File: config.mk
export PLATFORM = sky130hd
export DESIGN_NAME = sub_shift_stage
export DESIGN_NICKNAME = d
export VERILOG_FILES = /design/src/rtl/aes_pkg.sv /design/src/rtl/sbox.sv /design/src/rtl/sub_shift_stage.sv
export SDC_FILE = /design/constraint.sdc
export NUM_CORES = 1
export LEC_CHECK = 0
export ABC_CLOCK_PERIOD_IN_PS = 4200
export BUFFER_PORTS_ARGS = -buffer_cell sky130_fd_sc_hd__buf_2
export CAP_MARGIN = 5
export CORE_UTILIZATION = 45
export CTS_CLUSTER_SIZE = 8
export DETAILED_ROUTE_END_ITERATION = 6
export GPL_ROUTABILITY_DRIVEN = 0
export MAX_ROUTING_LAYER = met4
export PLACE_DENSITY_LB_ADDON = 0.05
export SYNTH_ARGS = -nofsm -noshare
export SYNTH_HDL_FRONTEND = slang
export SYNTH_SLANG_ARGS = --single-unit
File: constraint.sdc
create_clock -name clk -period 4.2 [get_ports clk]
set_clock_uncertainty 0.15 [all_clocks]
set_input_delay 0.42 -clock clk [delete_from_list [all_inputs] [get_ports clk]]
set_output_delay 0.42 -clock clk [all_outputs]
set_load 0.01 [all_outputs]
File: src/rtl/aes_pkg.sv
// Shared AES constants, FSM state type and the ShiftRows byte-placement helper.
package aes_pkg;

    localparam int unsigned STATE_W = 128;
    localparam int unsigned NBYTES  = 16;
    localparam int unsigned CNT_W   = $clog2(NBYTES);

    typedef enum logic [1:0] {StIdle, StBusy, StDone} state_e;

    // Byte r+4c lands at r+4((c-r) mod 4); the 2-bit subtract wraps mod 4 for free.
    function automatic logic [CNT_W-1:0] shift_dest(input logic [CNT_W-1:0] idx);
        logic [1:0] row;
        logic [1:0] col;
        logic [1:0] new_col;
        row     = idx[1:0];
        col     = idx[3:2];
        new_col = col - row;
        return {new_col, row};
    endfunction

endpackage

File: src/rtl/sbox.sv
// Combinational FIPS-197 AES S-box; table entry 0 sits in the top byte.
module sbox (
    input  logic [7:0] addr,
    output logic [7:0] result
);

    localparam logic [2047:0] SBOX_TABLE = {
        128'h637c777bf26b6fc53001672bfed7ab76, 128'hca82c97dfa5947f0add4a2af9ca472c0,
        128'hb7fd9326363ff7cc34a5e5f171d83115, 128'h04c723c31896059a071280e2eb27b275,
        128'h09832c1a1b6e5aa0523bd6b329e32f84, 128'h53d100ed20fcb15b6acbbe394a4c58cf,
        128'hd0efaafb434d338545f9027f503c9fa8, 128'h51a3408f929d38f5bcb6da2110fff3d2,
        128'hcd0c13ec5f974417c4a77e3d645d1973, 128'h60814fdc222a908846eeb814de5e0bdb,
        128'he0323a0a4906245cc2d3ac629195e479, 128'he7c8376d8dd54ea96c56f4ea657aae08,
        128'hba78252e1ca6b4c6e8dd741f4bbd8b8a, 128'h703eb5664803f60e613557b986c11d9e,
        128'he1f8981169d98e949b1e87e9ce5528df, 128'h8ca1890dbfe6426841992d0fb054bb16
    };

    assign result = SBOX_TABLE[{~addr, 3'b000} +: 8];

endmodule

File: src/rtl/sub_shift_stage.sv
// Byte-serial AES SubBytes (+ optional ShiftRows): one state every 18 cycles via a single S-box.
module sub_shift_stage
    import aes_pkg::*;
#(
    parameter int unsigned SHIFT_ROWS = 1
) (
    input  logic               clk,
    input  logic               rst_n,
    input  logic               in_valid,
    output logic               in_ready,
    input  logic [STATE_W-1:0] in_data,
    output logic               out_valid,
    input  logic               out_ready,
    output logic [STATE_W-1:0] out_data,
    output logic               busy
);

    state_e             state_q, state_d;
    logic [CNT_W-1:0]   cnt_q;
    logic [CNT_W-1:0]   dest;
    logic [STATE_W-1:0] data_q;
    logic [STATE_W-1:0] result_q;
    logic [7:0]         sbox_in;
    logic [7:0]         sbox_out;
    logic               accept;

    assign accept = in_valid && (state_q == StIdle);

    always_comb begin
        state_d = state_q;
        unique case (state_q)
            StIdle:  if (in_valid) state_d = StBusy;
            StBusy:  if (cnt_q == CNT_W'(NBYTES - 1)) state_d = StDone;
            StDone:  if (out_ready) state_d = StIdle;
            default: state_d = StIdle;
        endcase
    end

    always_ff @(posedge clk or negedge rst_n) begin
        if (!rst_n) begin
            state_q <= StIdle;
        end else begin
            state_q <= state_d;
        end
    end

    // Byte i lives at bit offset 8*(15-i), and 15-i is just ~i for a 4-bit index.
    assign sbox_in = data_q[{~cnt_q, 3'b000} +: 8];
    assign dest    = (SHIFT_ROWS != 0) ? shift_dest(cnt_q) : cnt_q;

    sbox u_sbox (
        .addr   (sbox_in),
        .result (sbox_out)
    );

    always_ff @(posedge clk or negedge rst_n) begin
        if (!rst_n) begin
            cnt_q    <= '0;
            data_q   <= '0;
            result_q <= '0;
        end else if (accept) begin
            cnt_q  <= '0;
            data_q <= in_data;
        end else if (state_q == StBusy) begin
            result_q[{~dest, 3'b000} +: 8] <= sbox_out;
            cnt_q                          <= cnt_q + CNT_W'(1);
        end
    end

    assign in_ready  = (state_q == StIdle);
    assign busy      = (state_q == StBusy);
    assign out_valid = (state_q == StDone);
    assign out_data  = out_valid ? result_q : '0;

endmodule

## Word-level counts from Yosys, hierarchy flattened

Index checks and enable logic that the tools add are counted.

- Register bits after elaboration: 262
- Bits of input ports: 132
- Output and inout bits: 131
- Logic and storage cells: 34

- Add/sub/neg operators: 3
- Eq/ne operators: 6
- Shift-type cells: 4
- Mux-type cells: 8
- Bitwise gates (word level): 4
- Reductions and logical operators: 5

Operator list:

| cell | number |
|---|---|
| 2048-bit by 12-bit variable part select with 8-bit output, first input constant | 1 |
| 128-bit bitwise mux | 1 |
| 128-bit 2-to-1 mux | 1 |
| 8-bit by 9-bit variable shift with 128-bit output, first input constant | 1 |
| 128-bit by 8-bit variable part select with 8-bit output | 1 |
| 8-bit by 9-bit variable part select with 128-bit output | 1 |
| 7-bit negator with 9-bit output | 1 |
| 4-bit 2-to-1 mux | 2 |
| 4-bit NOT | 2 |
| 8-bit NOT | 1 |
| 2-bit 2-to-1 mux | 3 |
| 2-bit case mux with 3 select lines | 1 |
| 4-bit by 1-bit adder with 4-bit output, second input constant | 1 |
| 4-bit == test, second input constant | 1 |
| 2-bit by 1-bit inequality test with 1-bit output, second input constant | 2 |
| 3-bit AND reduction | 1 |
| 2-bit by 1-bit == test with 1-bit output, second input constant | 1 |
| 2-bit == test, second input constant | 1 |
| 2-bit logical NOT | 1 |
| 2-bit inequality test, second input constant | 1 |
| 2-bit AND reduction | 1 |
| 2-bit nonzero test | 1 |
| 2-bit subtractor | 1 |
| 1-bit logical AND | 1 |
| 1-bit NOT | 1 |

## Longest topological paths before layout

- Depth after elaboration: 6
- Gate-level depth with buffers: 20
- Mapped depth without buffers: 15

## Cells and area by module

A second synthesis with hierarchy kept.

- Cell total of the unflattened synthesis: 1457
- Area total of the unflattened synthesis: 15529.9 µm²

By module, submodules not included:

| module | instances | cells each | area an instance (µm²) | seq. area each (µm²) |
|---|---|---|---|---|
| sub_shift_stage | 1 | 931 | 12246.7 | 6556.3 |
| sbox | 1 | 526 | 3283.1 | 0.0 |

## Worst setup path before layout

No wires, ideal clock.

- Path kind: reg2reg
- Start: register cnt_q[0]
- End: register result_q[101]
- Setup time: 134 ps
- Arrival time: 4022 ps
- Required time: 3916 ps
- Path slack: -106 ps
- Stages on the path, launching flop included: 17
- Buffers on the path: 5
- Clock period less this slack: 4306 ps
- Cells stage by stage: dfrtp_1 > buf_6 > buf_8 > mux4_2 > a22o_2 > nor2_1 > buf_4 > ha_1 > clkbuf_1 > clkinv_1 > a21oi_1 > o21ai_0 > a2111oi_0 > a211oi_1 > a211oi_2 > buf_2 > o21ai_0

- Word-level cells in the longest chain between the ends: 6
- Elaborated cells on any way between the ends: 10
- Classes of those cells: add/sub (2); shift (4); mux (1); bitwise (3)

Ends and longest elaborated chain:

| element | line | source |
|---|---|---|
| from (decl) | sub_shift_stage.sv:19 | `logic [CNT_W-1:0] cnt_q;` |
| from (signal assigned) | sub_shift_stage.sv:66 | `cnt_q <= cnt_q + CNT_W'(1);` |
| 4-bit NOT | sub_shift_stage.sv:48 | `assign sbox_in = data_q[{~cnt_q, 3'b000} +: 8];` |
| 128-bit by 8-bit variable part select with 8-bit output | sub_shift_stage.sv:48 |  |
| 8-bit NOT | sbox.sv:18 | `assign result = SBOX_TABLE[{~addr, 3'b000} +: 8];` |
| 2048-bit by 12-bit variable part select with 8-bit output | sbox.sv:18 |  |
| 8-bit by 9-bit variable part select with 128-bit output | sub_shift_stage.sv:65 | `result_q[{~dest, 3'b000} +: 8] <= sbox_out;` |
| 128-bit bitwise mux (*) | sub_shift_stage.sv:65 |  |
| to (signal, indexed assignment) | sub_shift_stage.sv:65 |  |
| to (decl) | sub_shift_stage.sv:22 | `logic [STATE_W-1:0] result_q;` |

Every way passes the cells marked *; elsewhere a longest branch is shown, timed or not.
A chain may end at the register's enable or synchronous reset.

## Final worst setup path

- Start: register cnt_q[0]
- End: register result_q[90]

The elaborated chain is that of the path after synthesis.

==> flow_summary_export.csv <==
group,metric,value,unit
run_status,status,"finished, violations left",
run_status,violations,"DRC, setup timing",
synthesis,synth.area.top_cells,"dfrtp_1 42%, nand2_1 14%, and2_1 5.2%, mux4_2 3.3%, o21ai_0 3.1%",
synthesis,synth-warning-count,0,
synthesis,ys_seq_area_share,41.54,%
cts,tritoncts,"yes",
synthesis,async_flop_share,100.0,%
cells_and_area,nNetsFinal,2563,
setup_path,path_buf_inv,2,
timing,holdWs,0.03830,ns
place,portBuffers,262,
place,pre_cts_ws,-0.2102,ns
synthesis,avgSynthCellArea,8.449,um2
synthesis,synth_flop_cell,"dfrtp_1",
setup_path,rr_endpoint,"result_q[90]$_DFFE_PN0P_",
timing,worst_pin_slew,1.043,ns
routing,routed_via_density,6.071,
cells_and_area,multi_input_area,0.008701,mm2
synthesis,ys_ff_latch,262,
hold_path,min_path_cells,3,
place,dp_cells,2685,
timing,fin_crit,4.338,ns
timing,finalHoldViolCount,0,
synthesis,synth.most_common_cell,"nand2_1",
setup_path,crit_top_cell,"buf_4",
flow_run,drv_cap,0,
routing,wl_per_cell,23.12,um
cts,cts_root_buffer,"clkbuf_16",
hold_path,min_to,"data_q[20]$_DFFE_PN0P_",
setup_path,crit_chain,"buf_4 -> mux4_2 -> a22o_2 -> nor2_4 -> buf_4 -> ha_2 -> nor3_1 -> a311oi_2 -> o32ai_1 -> a221oi_1 -> a211o_2 -> nand2_1 -> o21ai_0",
place,dp_hpwl,45190,um
floorplan,coreArea,0.03454,mm2
timing,finalSetupViolCount,15,
cts,htreeDepth,2,
cts,cts.path.max_buffers,3,
cts,clock-sinks,262,
grt,grt_usage,37.91,%
place,placed_cell_area,0.01894,mm2
routing,finalWirelength,66390,um
timing,finalCritPeriodShare,103.3,%
routing,drt_pass1_iterations,7,
setup_path,crit_family,"compound AO/OA/AOI/OAI gates",
grt,grt_remaining_overflow,0,
routing,dr.first_iter.drc_count,2496,
timing,worst_slack,-0.1376,ns
cts,cts_buffers,38,
grt,grt_first_pass_wirelength,100500,um
floorplan,die_w,189.3,um
timing,max_freq,230.5,MHz
cells_and_area,layout-drive-gt1-share,29.26,%
floorplan,initial_core_util,45.69,%
synthesis,synth_commonest_cells,"577 x nand2_1, 262 x dfrtp_1, 131 x and2_1",
setup_path,worstSetupStartpointType,"flop",
grt,grt_max_degree,127,
hold_path,min-delay-start,"in_data[20]",
grt,antenna_found_initial,0,
hold_path,hp-class,"in -> reg",
setup_path,worstSetupPathType,"reg -> reg",
setup_path,path_depth,13,
synthesis,synth_area_leader_cell,"dfrtp_1",
synthesis,yosysTopAreaCellShare,41.54,%
setup_path,crit_required,4.49,ns
synthesis,syn_area,0.01578,mm2
setup_path,worst_r2r_path_depth,13,
routing,vias,17440,
floorplan,chipHeight,189.3,um
cells_and_area,seq_area,0.006558,mm2
cts,clk_pin_slew,0.05,ns
routing,ant_nets,0,
cts,clock_latency,0.53,ns
routing,remaining_drc_errors,65,
setup_path,cp_max_fo,7,
floorplan,num_rows,68,
grt,grt_pass1_vias,16820,
floorplan,dieArea,0.03583,mm2
setup_path,r2r_start,"cnt_q[0]$_DFFE_PN0P_",
cells_and_area,fill_cells,2989,
setup_path,crit_path_top_delay_cell,"a311oi_2",
synthesis,synth_edf_count,0,
cells_and_area,final_area,0.02172,mm2
floorplan,io_pins,263,
setup_path,crit_path_end_kind,"flop",
cells_and_area,area_growth,37.65,%
synthesis,synth_cell_types,90,
cells_and_area,instances_no_fill,2872,
setup_path,slowest_delay,0.59,ns
setup_path,worstPathArrival,4.63,ns
synthesis,syn_nets,2019,
setup_path,r2r_slack,-0.14,ns
timing,rsz0062_at_grt,"true",
timing,drv_slew,0,
synthesis,synth_cells,1868,
timing,timing.slew.headroom,30.49,%
## layout make-up
class                   instances  area share [%]
diodes                          1         0.01152
inverters                      19          0.3744
repair buffers                649           22.08
well taps                     455           2.621
multi-input cells            1442           40.05
clock buffers                  41           4.429
clock inverters                 3          0.2534
flip-flops and latches        262           30.18
## registers in the layout (all words and copies together) (netlist names)
name and flops:
state_q 2, result_q 128, data_q 128, cnt_q 4
## placed cells by master, fill, tap and decap left out, types with 8 or more instances in the layout
cell type	synthesis	routed
a21oi_1	57	49
mux4_2	23	23
buf_2	30	261
ha_1	19	13
inv_1	11	11
clkbuf_16	0	38
o22ai_1	11	11
o311ai_0	9	8
buf_4	15	232
dlygate4sd3_1	0	128
nor3_1	46	40
buf_6	16	9
mux2_2	11	10
a211oi_1	21	16
buf_12	1	16
nand3_1	40	39
nand2b_1	10	10
o31ai_1	13	13
o21ai_0	97	82
dfrtp_1	262	261
and2_1	131	130
a32o_1	11	11
o211ai_1	27	27
a22o_1	23	23
nor2_2	6	8
a21oi_2	0	8
nand2_1	577	575
nor3_2	5	11
a31oi_1	18	15
o21ai_1	43	55
nand4_1	12	12
nor2_1	59	55
## worst max path at each step
stage | startpoint | to | slack, ns
2_1_floorplan | cnt_q[0]$_DFFE_PN0P_ | result_q[97]$_DFFE_PN0P_ | 0.05
3_3_place_gp | cnt_q[0]$_DFFE_PN0P_ | result_q[60]$_DFFE_PN0P_ | -0.16
3_5_place_dp | cnt_q[0]$_DFFE_PN0P_ | result_q[68]$_DFFE_PN0P_ | -0.21
4_1_cts | cnt_q[0]$_DFFE_PN0P_ | result_q[101]$_DFFE_PN0P_ | 0.02
5_1_grt | cnt_q[0]$_DFFE_PN0P_ | result_q[90]$_DFFE_PN0P_ | -0.22
6_report | cnt_q[0]$_DFFE_PN0P_ | result_q[90]$_DFFE_PN0P_ | -0.14
## worst reg2reg max path, cell delays in order, from the launching register on
cell and delay (ns):
dfrtp_2 0.49, buf_4 0.16, mux4_2 0.51, a22o_2 0.31, nor2_4 0.19, buf_4 0.17, ha_2 0.29, nor3_1 0.13
a311oi_2 0.59, o32ai_1 0.21, a221oi_1 0.43, a211o_2 0.31, nand2_1 0.11, o21ai_0 0.20
## what timing repair did
item / CTS / global route
resized for setup: 9 / 92
setup buffers: 5 / 8
hold buffers: 128 / 0
setup endpoints to repair: 100 / 128
pin swaps: 1 / 16
cloned: 0 / 1
hold endpoints to repair: 249 / 0
## metrics by stage
step / TNS, ns / utilization (%)
after floorplan: 0 / -
after global placement: -5.323 / 54.84
after detailed placement: -8.785 / 54.84
after CTS: 0 / 61.69
after global routing: -2.563 / 62.88
final: -1.695 / 62.89
## cells by family (layout without fill, tap and decap cells)
kind of cell               count (synthesis)  in the layout  share of synthesized area [%]
and+or+nand+nor                          923            923                          26.23
AOI/OAI and AO/OA                        441            441                          19.35
DFF                                      262            262                          41.54
buffers and inverters                    165            712                          5.740
muxes                                     52             53                          5.296
adders and majority gates                 19             19                          1.506
xor gates and xnor gates                   6              6                         0.3330
other                                      0              1                              0
## routing by layer
metal / global-route usage (%) / routed length, um
met4: 16.66 / 4016
met3: 11.29 / 7792
met2: 55.25 / 28710
met1: 48.71 / 25870
met5: - / 0
Power is not shown: default switching activity piles up to over one toggle a cycle in this logic, so the estimate is an artifact.
